<file path="src/rtl/fft2_result_serializer_pkg.sv">
// rtl/fft2_result_serializer_pkg.sv - shared types, pair-record layout and helpers for the fft2 result serializer
// Contents:
//   DW_DEFAULT    default real/imag word width
//   pair_field_e  field selector for the {r1,i1,r2,i2} pair record
//   half_e        which half of the head pair is on the output
//   pair_lsb()    bit offset of a field inside a 4*DW pair word
//   clog2()       ceiling log2 for pointer sizing
package fft2_result_serializer_pkg;

    localparam int DW_DEFAULT = 16;

    typedef enum logic [1:0] {
        F_R1 = 2'd0,
        F_I1 = 2'd1,
        F_R2 = 2'd2,
        F_I2 = 2'd3
    } pair_field_e;

    typedef enum logic {
        HALF_FIRST  = 1'b0,
        HALF_SECOND = 1'b1
    } half_e;

    // Record is packed as {r1, i1, r2, i2}, so r1 occupies the top DW bits.
    function automatic int pair_lsb(input pair_field_e f, input int dw);
        return (3 - int'(f)) * dw;
    endfunction

    function automatic int clog2(input int v);
        int r;
        r = 0;
        while ((1 << r) < v) begin
            r = r + 1;
        end
        return r;
    endfunction

endpackage

</file>
<file path="src/rtl/fft2_result_serializer_if.sv">
// rtl/fft2_result_serializer_if.sv - pair-in / serial-sample-out handshake bundle
// Signals:
//   in_valid, in_ready, r1, i1, r2, i2   parallel butterfly pair input
//   out_valid, out_ready, out_re, out_im, out_last   serial complex sample output
//   overflow   sticky pair-dropped flag
// Modports:
//   master  environment side (drives pairs, accepts samples)
//   slave   serializer side
interface fft2_result_serializer_if
    import fft2_result_serializer_pkg::*;
#(
    parameter int DW = DW_DEFAULT
);
    logic          in_valid;
    logic          in_ready;
    logic [DW-1:0] r1;
    logic [DW-1:0] i1;
    logic [DW-1:0] r2;
    logic [DW-1:0] i2;
    logic          out_valid;
    logic          out_ready;
    logic [DW-1:0] out_re;
    logic [DW-1:0] out_im;
    logic          out_last;
    logic          overflow;

    modport master (
        output in_valid, r1, i1, r2, i2, out_ready,
        input  in_ready, out_valid, out_re, out_im, out_last, overflow
    );

    modport slave (
        input  in_valid, r1, i1, r2, i2, out_ready,
        output in_ready, out_valid, out_re, out_im, out_last, overflow
    );
endinterface

</file>
<file path="src/rtl/fft2_result_serializer_pair_fifo.sv">
// rtl/fft2_result_serializer_pair_fifo.sv - circular DEPTH x 4*DW pair buffer
// Ports:
//   clk, rst         clock, synchronous active-high reset (clears storage too)
//   push, wr_data    write a pair record; ignored while full
//   pop              retire the head record; ignored while empty
//   rd_data          head record (registered storage, no input bypass)
//   full, empty      occupancy flags
module fft_pair_fifo
    import fft2_result_serializer_pkg::*;
#(
    parameter int DW    = DW_DEFAULT,
    parameter int DEPTH = 2
) (
    input  logic          clk,
    input  logic          rst,
    input  logic          push,
    input  logic [4*DW-1:0] wr_data,
    input  logic          pop,
    output logic [4*DW-1:0] rd_data,
    output logic          full,
    output logic          empty
);
    localparam int AW = clog2(DEPTH);
    localparam int CW = AW + 1;

    logic [4*DW-1:0] mem [DEPTH];
    logic [AW-1:0]   wr_ptr;
    logic [AW-1:0]   rd_ptr;
    logic [CW-1:0]   count;
    logic            do_push;
    logic            do_pop;

    assign full    = (count == CW'(DEPTH));
    assign empty   = (count == '0);
    assign do_push = push && !full;
    assign do_pop  = pop && !empty;
    assign rd_data = mem[rd_ptr];

    // DEPTH is a power of two, so pointer wrap is plain AW-bit overflow.
    always_ff @(posedge clk) begin
        if (rst) begin
            wr_ptr <= '0;
            rd_ptr <= '0;
            count  <= '0;
            for (int i = 0; i < DEPTH; i++) begin
                mem[i] <= '0;
            end
        end else begin
            if (do_push) begin
                mem[wr_ptr] <= wr_data;
                wr_ptr      <= wr_ptr + AW'(1);
            end
            if (do_pop) begin
                rd_ptr <= rd_ptr + AW'(1);
            end
            case ({do_push, do_pop})
                2'b10:   count <= count + CW'(1);
                2'b01:   count <= count - CW'(1);
                default: count <= count;
            endcase
        end
    end

endmodule

</file>
<file path="src/rtl/fft2_result_serializer.sv">
// rtl/fft2_result_serializer.sv - buffers butterfly result pairs and emits them as a serial complex stream
// Ports:
//   clk   system clock, rising edge
//   rst   synchronous active-high reset
//   bus   slave view of fft2_result_serializer_if:
//         in_valid/in_ready/r1/i1/r2/i2 pair input,
//         out_valid/out_ready/out_re/out_im/out_last sample output,
//         overflow sticky drop flag
module fft2_result_serializer
    import fft2_result_serializer_pkg::*;
#(
    parameter int DW    = DW_DEFAULT,
    parameter int DEPTH = 2
) (
    input  logic                    clk,
    input  logic                    rst,
    fft2_result_serializer_if.slave bus
);
    localparam int R1_LSB = pair_lsb(F_R1, DW);
    localparam int I1_LSB = pair_lsb(F_I1, DW);
    localparam int R2_LSB = pair_lsb(F_R2, DW);
    localparam int I2_LSB = pair_lsb(F_I2, DW);

    logic [4*DW-1:0] head;
    logic            full;
    logic            empty;
    logic            accept;
    logic            pop_pair;
    half_e           half;
    logic            overflow_q;

    assign accept   = bus.out_valid && bus.out_ready;
    // The pair is only retired once its second sample has been taken.
    assign pop_pair = accept && (half == HALF_SECOND);

    fft_pair_fifo #(
        .DW    (DW),
        .DEPTH (DEPTH)
    ) u_fifo (
        .clk     (clk),
        .rst     (rst),
        .push    (bus.in_valid),
        .wr_data ({bus.r1, bus.i1, bus.r2, bus.i2}),
        .pop     (pop_pair),
        .rd_data (head),
        .full    (full),
        .empty   (empty)
    );

    always_ff @(posedge clk) begin
        if (rst) begin
            half       <= HALF_FIRST;
            overflow_q <= 1'b0;
        end else begin
            // Full is the pre-edge state: a same-cycle pop does not make room.
            if (bus.in_valid && full) begin
                overflow_q <= 1'b1;
            end
            if (accept) begin
                case (half)
                    HALF_FIRST:  half <= HALF_SECOND;
                    HALF_SECOND: half <= HALF_FIRST;
                    default:     half <= HALF_FIRST;
                endcase
            end
        end
    end

    assign bus.in_ready  = !full;
    assign bus.out_valid = !empty;
    assign bus.out_last  = !empty && (half == HALF_SECOND);
    assign bus.out_re    = (half == HALF_SECOND) ? head[R2_LSB +: DW] : head[R1_LSB +: DW];
    assign bus.out_im    = (half == HALF_SECOND) ? head[I2_LSB +: DW] : head[I1_LSB +: DW];
    assign bus.overflow  = overflow_q;

endmodule

</file>
<file path="src/flat_wrapper.sv">
// flat-port wrapper written by rule: the top's interface ports become plain ports
module fft2_result_serializer_flat import fft2_result_serializer_pkg::*;
#(
    parameter int DW    = DW_DEFAULT,
    parameter int DEPTH = 2
)
  (clk, rst, bus_in_valid, bus_r1, bus_i1, bus_r2, bus_i2, bus_out_ready, bus_in_ready, bus_out_valid, bus_out_re, bus_out_im, bus_out_last, bus_overflow);
  fft2_result_serializer_if #(.DW(DW)) bus_i ();
  input  logic clk;
  input  logic rst;
  input wire logic [$bits(bus_i.in_valid)-1:0] bus_in_valid;
  input wire logic [$bits(bus_i.r1)-1:0] bus_r1;
  input wire logic [$bits(bus_i.i1)-1:0] bus_i1;
  input wire logic [$bits(bus_i.r2)-1:0] bus_r2;
  input wire logic [$bits(bus_i.i2)-1:0] bus_i2;
  input wire logic [$bits(bus_i.out_ready)-1:0] bus_out_ready;
  output wire logic [$bits(bus_i.in_ready)-1:0] bus_in_ready;
  output wire logic [$bits(bus_i.out_valid)-1:0] bus_out_valid;
  output wire logic [$bits(bus_i.out_re)-1:0] bus_out_re;
  output wire logic [$bits(bus_i.out_im)-1:0] bus_out_im;
  output wire logic [$bits(bus_i.out_last)-1:0] bus_out_last;
  output wire logic [$bits(bus_i.overflow)-1:0] bus_overflow;
  assign bus_i.in_valid = bus_in_valid;
  assign bus_i.r1 = bus_r1;
  assign bus_i.i1 = bus_i1;
  assign bus_i.r2 = bus_r2;
  assign bus_i.i2 = bus_i2;
  assign bus_i.out_ready = bus_out_ready;
  assign bus_in_ready = bus_i.in_ready;
  assign bus_out_valid = bus_i.out_valid;
  assign bus_out_re = bus_i.out_re;
  assign bus_out_im = bus_i.out_im;
  assign bus_out_last = bus_i.out_last;
  assign bus_overflow = bus_i.overflow;
  fft2_result_serializer #(.DW(DW), .DEPTH(DEPTH)) u_core (.clk(clk), .rst(rst), .bus(bus_i));
endmodule
</file>
<file path="config.mk">
export PLATFORM = sky130hd
export DESIGN_NAME = fft2_result_serializer_flat
export DESIGN_NICKNAME = d
export VERILOG_FILES = /design/src/rtl/fft2_result_serializer_pkg.sv /design/src/rtl/fft2_result_serializer_if.sv /design/src/rtl/fft2_result_serializer_pair_fifo.sv /design/src/rtl/fft2_result_serializer.sv /design/src/flat_wrapper.sv
export SDC_FILE = /design/constraint.sdc
export NUM_CORES = 1
export LEC_CHECK = 0
export BUFFER_PORTS_ARGS = -buffer_cell sky130_fd_sc_hd__clkbuf_2
export CAP_MARGIN = 10
export CORE_AREA = 2 2 109 111
export CTS_BUF_LIST = sky130_fd_sc_hd__clkbuf_8 sky130_fd_sc_hd__clkbuf_16
export CTS_CLUSTER_SIZE = 25
export DETAILED_ROUTE_END_ITERATION = 10
export DIE_AREA = 0 0 111 113
export PLACE_DENSITY_LB_ADDON = 0.08
export SETUP_SLACK_MARGIN = 0.05
export SLEW_MARGIN = 20
export SYNTH_ARGS = -nofsm -noshare
export SYNTH_HDL_FRONTEND = slang
export SYNTH_SLANG_ARGS = --single-unit
</file>
<file path="constraint.sdc">
create_clock -name clk -period 4.25 [get_ports clk]
set_input_delay 0.6375 -clock clk [delete_from_list [all_inputs] [get_ports clk]]
set_output_delay 0.6375 -clock clk [all_outputs]
set_load 0.01 [all_outputs]
</file>
==> results.cfg, run 1 <==
[yosys]
syn_area_per_cell_sq_um = 15.0
synth_area_sq_um = 6260
syn_inst = 418
ys.warnings.count = 0
yosysSeqAreaShare = 0.636
ys_seq_elements = 135
synthDistinctLibCells = 24
syn_nets = 487

[clock_tree]
tritoncts = built
insertion_delay_ps = 410
htree_levels = 4
hold_buffers = 0
path_clk_slew_ps = 60
clkSinkCount = 135
cts_buffer_depth = 2
postCtsSetupRepairBufs = 0
ctsRootBufferMaster = clkbuf_16
cts_made_buffers = 17
ctsResizeCount = 0

[finish]
layout_commonest_cell = edfxtp_1
drive_gt1_frac = 0.410
n_fill_cell = 832
fin_nets = 583
synthToLayoutAreaGrowth_pct = 18.1
antenna_cells = 0
layout_common_cells = edfxtp_1 (128), clkbuf_2 (103), nor2_1 (93), nand2b_1 (64), nor2_4 (40)
final_area_sq_um = 7400

[route]
vias_per_cell = 5.29
wl_per_cell_um = 17.4
dr.pass1.iters = 4
vias = 3547
drc_errors = 0
drt-initial-drc-count = 295
ant_nets = 0
wl_mm = 11.7

[global_routing]
use_met1 = 0.264
overflow = 0
top_usage_layer = met2
grt_pass1_wl_mm = 18.8
grt_pass1_vias = 3791
grt_max_degree = 65
met3_usage = 0.0520
grt_usage = 0.198
antenna_found_initial = 0
grtUsageMet2 = 0.319

[placement]
place_congestion = 0.728
hpwl_mm = 6.83
port_buffers = 103
place_area_sq_um = 6810

[critical_path]
crit_path_max_fanout = 26
critPathCaptureType = output pin
cp-start-kind = flip-flop
cp_data_arrival_time_ps = 2380
required_ps = 3610
path_class = reg -> out

[floorplanning]
core-area_sq_um = 11300
num_io_pins = 104
die_w_um = 111
fp.dieArea_sq_um = 12500
num_rows = 39
initial_core_util = 0.555
die_height_um = 113

[sta]
finalHoldViolCount = 0
slew_viol_final = 0
relSlewSlack = 0.346
tightest_slew_ps = 981
max_freq_ghz = 0.331
finalCriticalPeriod_ps = 3020
rsz0062_at_grt = no
finalSetupViolCount = 0
setup-tns-final_ps = 0
timing.clock.skew_ps = 10.1
timing.final.crit_share = 0.711

[pwr]
p_total_uw = 3570
pwr_density_cell_nw_per_um2 = 483
switchingPower_uw = 863
pwr-share-comb = 0.129
p_leak_uw = 0.00278
p_clk_frac = 0.406
seq_power_share = 0.465
ir_drop_mv = 0.292
intPower_uw = 2710
switching_share = 0.242

[min_path]
hold_path.class = reg -> reg

[job]
maxCapViolations = 0

[run_status]
status = complete, no violations
[cell usage after synthesis]
| library cell | instances | share of area |
|---|---|---|
| or2_2 | 1 | 0.0010 |
| inv_1 | 3 | 0.0018 |
| o21ai_0 | 3 | 0.0024 |
| nand2b_1 | 66 | 0.066 |
| or3_4 | 1 | 0.0018 |
| a21oi_1 | 3 | 0.0024 |
| buf_12 | 4 | 0.013 |
| o211ai_1 | 1 | 0.0012 |
| nor2b_2 | 1 | 0.0014 |
| and2_1 | 1 | 0.0010 |
| xor2_1 | 3 | 0.0042 |
| clkbuf_1 | 13 | 0.0078 |
| or3_1 | 1 | 0.0010 |
| xnor2_1 | 1 | 0.0014 |
| dfxtp_1 | 7 | 0.022 |
| nor2_1 | 93 | 0.056 |
| edfxtp_1 | 128 | 0.61 |
| mux4_2 | 32 | 0.12 |
| buf_6 | 1 | 0.0018 |
| buf_2 | 12 | 0.0096 |
| nand3_1 | 1 | 0.00080 |
| nor2_4 | 40 | 0.072 |
| nand2_1 | 1 | 0.00060 |
| ha_1 | 1 | 0.0020 |
[power by group through the flow]
stage,combinational (uW),clock (uW),sequential (uW)
6_report,463,1450,1660
5_1_grt,503,1530,1680
4_1_cts,472,1480,1660
3_5_place_dp,470,0,1690
3_3_place_gp,466,0,1680
2_1_floorplan,366,0,1640
[kinds of logic after synthesis]
| kind of cell | share of synthesized area |
|---|---|
| and+or+nand+nor | 0.201 |
| DFF | 0.636 |
| buffers and inverters | 0.0338 |
| muxes | 0.115 |
| AOI/OAI and AO/OA | 0.00599 |
| xor gates and xnor gates | 0.00560 |
| adders and majority gates | 0.00200 |
[metal layers]
| metal | up-vias | wire length (um) |
|---|---|---|
| met2 | 115 | 5840 |
| met3 | 4 | 689 |
| met1 | 1744 | 5090 |
| met5 | - | 0 |
| met4 | 0 | 58 |
| li1 | 1684 | - |
[worst max-delay path, stage by stage, from the launching register on]
cell and delay (ps):
dfxtp_2 970, buf_4 330, mux4_2 520, clkbuf_2 140
[cell type report]
type                            count  area (sq um)  area share
Timing Repair Buffer              107           546      0.0738
Multi-Input combinational cell    250          2090       0.282
Tap cell                          143           179      0.0242
Inverter                            3          11.3     0.00152
Clock buffer                       17           425      0.0575
Clock inverter                     15           163      0.0220
Sequential cell                   135          3990       0.539
[registers in the layout, summed over array words and instances (netlist names), named ones only]
signal and count:
u_core.u_fifo.wr_ptr 1, u_core.u_fifo.mem 128, u_core.bus.overflow 1, u_core.half 1
u_core.u_fifo.count 2, u_core.u_fifo.rd_ptr 1
[final timing paths]
kind | endpoint | cells after the start | slack, ps | from
worst max register to register | u_core.u_fifo.mem[0][50] | 4 | 1840 | u_core.u_fifo.count[1]
worst min register to register | u_core.bus.overflow | 2 | 490 | u_core.bus.overflow
worst min-delay path | u_core.bus.overflow | 2 | 490 | u_core.bus.overflow
worst max-delay path | bus_out_re[9] | 3 | 1230 | flip-flop
[per-stage QoR]
step / instances / setup WS [ps] / util / hold WS, ps
CTS: 670 / 1100 / 0.656 / 496
global placement: 638 / 1600 / 0.604 / 452
detailed placement: 638 / 1550 / 0.604 / 479
global route: 670 / 991 / 0.656 / 547
floorplan: 418 / 1070 / - / 468
finish: 670 / 1230 / 0.656 / 489
Power figures use the tool's default switching activity.
==> inputs of run 2 (changes only) <==
Clock period 4.25 ns to 3 ns, I/O delays scaled along.
==> run 2 against run 1 <==
Combinational power rose by 54%. Sequential share of layout area hardly changed. Worst hold slack lost 140 ps. Largest cell class unchanged. Utilization hardly changed. Die area did not move. Design area about the same. Via count shrank 0.11%. Sequential cell count unchanged. Highest routed layer unchanged. Critical path type unchanged. Global-route usage rose by 0.25 points. Routed wire length decreased by 1.0%.
==> results.cfg, run 2 (same netlist as run 1, synthesis figures left out) <==
[run_status]
status = complete, no violations

[sta]
finalCriticalPeriod_ps = 2330
finalSetupViolCount = 0
timing.clock.skew_ps = 6.94
relSlewSlack = 0.525
max_freq_ghz = 0.429
timing.final.crit_share = 0.777
tightest_slew_ps = 712
whs_ps = 351
slew_viol_final = 0
rsz0062_at_grt = no
setup-tns-final_ps = 0
finalHoldViolCount = 0

[finish]
drive_gt1_frac = 0.404
largest_reg_flops = 128
fin_nets = 589
fin_cells = 673
final_util = 0.656
antenna_cells = 0
layout_common_cells = edfxtp_1 (128), clkbuf_2 (103), nor2_1 (93), nand2b_1 (64), nor2_4 (40)
n_fill_cell = 840
synthToLayoutAreaGrowth_pct = 18.1
largest-register = u_core.u_fifo.mem
reg_top3 = u_core.u_fifo.mem x128, u_core.u_fifo.count x2
final_area_sq_um = 7390
layout_commonest_cell = edfxtp_1

[floorplanning]
fp.dieArea_sq_um = 12500
num_rows = 39
initial_core_util = 0.555
die_height_um = 113
core-area_sq_um = 11300
die_w_um = 111
num_io_pins = 104

[route]
vias = 3543
wl_per_cell_um = 17.2
wl_met2_mm = 5.89
drt-initial-drc-count = 212
ant_nets = 0
vias_per_cell = 5.26
dr.pass1.iters = 4
drc_errors = 0
detailroute.wirelength.met3_um = 542
routed.top_layer = met4
wl_mm = 11.6
wirelength_met1_mm = 5.02

[pwr]
pwr_density_cell_nw_per_um2 = 652
ir_drop_mv = 0.383
p_leak_uw = 0.00280

[clock_tree]
hold_buffers = 0
tritoncts = built
postCtsSetupRepairBufs = 0
htree_levels = 4
cts_buffer_depth = 2
ctsResizeCount = 0
ctsRootBufferMaster = clkbuf_16
insertion_delay_ps = 410
cts_made_buffers = 17
clkSinkCount = 135
path_clk_slew_ps = 50

[critical_path]
path_class = reg -> out
crit_path_max_fanout = 27
worstRegToRegCells = 5
critPathCaptureType = output pin
required_ps = 2550
cp_data_arrival_time_ps = 1880
cp-start-kind = flip-flop

[placement]
port_buffers = 103
hpwl_mm = 7.04
place_congestion = 0.714
place_area_sq_um = 6890
dp_cells = 644

[global_routing]
grt_max_degree = 66
grt_pass1_wl_mm = 19.1
grt_pass1_vias = 3842
grt_usage = 0.200
antenna_found_initial = 0
overflow = 0

[job]
maxCapViolations = 0

[min_path]
hold_path.class = in -> reg
min_path_cells = 3
==> run 2: per-layer routing <==
metal | global-route usage | vias up
met5 | 0 | -
met4 | 0.0817 | 0
met3 | 0.0466 | 9
met2 | 0.343 | 99
met1 | 0.248 | 1739
li1 | - | 1696
==> run 2: area by class of cell <==
type                            count  area, sq um  area share
Inverter                            3         11.3     0.00152
Multi-Input combinational cell    250         2090       0.282
Sequential cell                   135         3990       0.539
Clock inverter                     12         77.6      0.0105
Tap cell                          143          179      0.0242
Clock buffer                       17          425      0.0575
Timing Repair Buffer              113          628      0.0850
==> run 2: report_power, final <==
group          internal, uW  switching, uW  leakage (uW)  total, uW
combinational           307            406       0.00111        714
sequential             2260           63.4       0.00142       2320
clock                  1090            693      0.000267       1790
==> run 2: per-stage QoR <==
step,power [uW],setup WS (ps)
4_1_cts,4870,607
2_1_floorplan,2840,736
5_1_grt,5020,549
6_report,4820,669
3_3_place_gp,3070,910
3_5_place_dp,3080,892
==> run 2: final timing paths <==
kind / startpoint / endpoint / slack, ps
hold / removal: bus_in_valid / u_core.bus.overflow / 350
hold reg to reg: u_core.bus.overflow / u_core.bus.overflow / 480
setup reg to reg: u_core.u_fifo.count[0] / u_core.u_fifo.mem[1][25] / 1090
setup / recovery: flip-flop / bus_out_im[4] / 670
==> run 2: critical path: stages, from the launching register on <==
cell and delay (ps):
dfxtp_2 460, buf_12 280, mux4_2 560, clkbuf_2 150
==> inputs of run 3 (changes only) <==
Clock period 3 ns to 2.3 ns, I/O delays scaled along.
==> run 3 against run 2 <==
Clock-buffer cell count did not move. Sequential power is 29% higher. Via count grew 2.0%. Design area up 0.73%. Utilization rose by 0.48 points. First-iteration DRC count down 7.5%. Combinational power rose by 36%. Critical endpoint is now bus_out_re[1]. Largest cell class unchanged.
==> results.cfg, run 3 (same netlist as run 1, synthesis figures left out) <==
[min_path]
min_from = bus_in_valid
min_to = u_core.bus.overflow
hold_path.class = in -> reg
min_path_cells = 3

[placement]
port_buffers = 103
dp_cells = 649
hpwl_mm = 7.45
place_congestion = 0.746

[critical_path]
crit_path_top_delay_cell = mux4_2
critPathCaptureType = output pin
cp_data_arrival_time_ps = 1780
worstRegToRegCells = 4
cp-start-kind = flip-flop
cp_cell_sequence = buf_4 -> mux4_2 -> clkbuf_2
regToRegStartpoint = u_core.u_fifo.count[1]
crit_buf_inv = 2
rrSetupSlack_ps = 210
path_class = reg -> out
r2r-end = u_core.u_fifo.mem[0][56]
cpLargestDelayFamily = multiplexers
crit_path_max_fanout = 15
critPathMaxStageDelay_ps = 570
required_ps = 1960

[floorplanning]
fp.dieArea_sq_um = 12500
initial_core_util = 0.555
core-area_sq_um = 11300
die_w_um = 111
die_height_um = 113
num_rows = 39
num_io_pins = 104

[sta]
tightest_slew_ps = 1110
max_freq_ghz = 0.472
timing.final.crit_share = 0.922
finalHoldViolCount = 0
timing.clock.skew_ps = 11.5
whs_ps = 230
slew_viol_final = 0
setup-tns-final_ps = 0
rsz0062_at_grt = no
finalCriticalPeriod_ps = 2120
relSlewSlack = 0.260
finalSetupViolCount = 0

[route]
drt-initial-drc-count = 196
vias = 3613
drc_errors = 0
vias_per_cell = 5.33
wl_mm = 11.6
wl_per_cell_um = 17.2
dr.pass1.iters = 5
ant_nets = 0

[global_routing]
grt_pass1_wl_mm = 19.4
grt_usage = 0.201
top_usage_layer = met2
grt_pass1_vias = 3878
met3_usage = 0.0541
antenna_found_initial = 0
use_met1 = 0.266
grtUsageMet2 = 0.335
overflow = 0
grt_max_degree = 65

[clock_tree]
htree_levels = 4
insertion_delay_ps = 410
hold_buffers = 0
tritoncts = built
cts_made_buffers = 17
cts_buffer_depth = 2
path_clk_slew_ps = 60
ctsRootBufferMaster = clkbuf_16
clkSinkCount = 135

[finish]
drive_gt1_frac = 0.413
largest_reg_flops = 128
final_util = 0.661
fin_nets = 594
synthToLayoutAreaGrowth_pct = 18.9
largest-register = u_core.u_fifo.mem
layout_commonest_cell = edfxtp_1
multiInputGateArea_sq_um = 2090
fin_cells = 678
final-seq-area_sq_um = 3990
antenna_cells = 0
n_fill_cell = 837
layout_common_cells = edfxtp_1 (128), clkbuf_2 (103), nor2_1 (93), nand2b_1 (64), nor2_4 (40)
reg_top3 = u_core.u_fifo.mem x128, u_core.u_fifo.count x2

[pwr]
p_leak_uw = 0.00284
pwr-share-comb = 0.157
seq_power_share = 0.485
switchingPower_uw = 1520
pwr_density_cell_nw_per_um2 = 832
switching_share = 0.245
p_total_uw = 6200
intPower_uw = 4680
ir_drop_mv = 0.519
p_clk_frac = 0.358

[run_status]
status = complete, no violations

[job]
maxCapViolations = 0
-- run 3: cell count changes in the layout (fill, tap and decap cells not counted) --
cell,change
buf_12,+3
buf_4,+1
buf_6,+1
bufinv_16,-1
clkinv_1,-1
clkinv_2,+4
clkinvlp_4,-1
inv_1,-1
-- run 3: routing by layer --
layer  routed length, um  vias to the layer above  part of all wire
li1                    -                     1701                 -
met1                5000                     1798              0.43
met2                5930                       97              0.51
met3                 550                       17             0.047
met4                 158                        0             0.014
met5                   0                        -                 0
-- run 3: worst max-delay path by stage --
| stage | slack, ps | endpoint | depth (start not counted) | start |
|---|---|---|---|---|
| 4_1_cts | 90 | bus_out_im[5] | 3 | flip-flop |
| 6_report | 180 | bus_out_re[1] | 3 | flip-flop |
| 3_5_place_dp | 220 | u_core.u_fifo.mem[0][56] | 4 | u_core.u_fifo.count[1] |
| 5_1_grt | 70 | u_core.u_fifo.mem[0][42] | 4 | u_core.u_fifo.count[1] |
| 2_1_floorplan | 130 | u_core.u_fifo.mem[0][0] | 4 | u_core.u_fifo.count[1] |
| 3_3_place_gp | 280 | u_core.u_fifo.mem[0][56] | 4 | u_core.u_fifo.count[1] |
-- run 3: cell type report --
type | instances | share of cell area
sequential | 135 | 0.535
tap | 143 | 0.0240
inverter | 3 | 0.00151
clock buffer | 17 | 0.0571
timing repair buffer | 118 | 0.0949
multi-input combinational | 250 | 0.280
clock inverter | 12 | 0.00706
-- run 3: metrics by stage --
| stage | cell area [sq um] | setup WS, ps |
|---|---|---|
| floorplan | 6270 | 127 |
| global placement | 6970 | 284 |
| detailed placement | 6970 | 220 |
| CTS | 7440 | 94.9 |
| global route | 7450 | 72.6 |
| finish | 7450 | 180 |
-- run 3: worst register-to-register path: cells and delay by family (launching register included) --
kind                   cells  cell delay [ps]
flip-flops                 1              380
AND/OR/NAND/NOR            3              580
buffers and inverters      1              840
-- run 3: repair_timing --
item                                    CTS  global route
hold endpoints to repair                  0             0
gates resized for setup                   0             1
setup buffers                             0             0
endpoints found under the setup margin    0             1
-- run 3: power groups by stage --
stage	registers (uW)	logic [uW]	clock network [uW]
finish	3000	974	2220
global route	3030	1060	2360
CTS	3010	996	2250
detailed placement	3050	991	0
global placement	3040	982	0
floorplan	3030	678	0
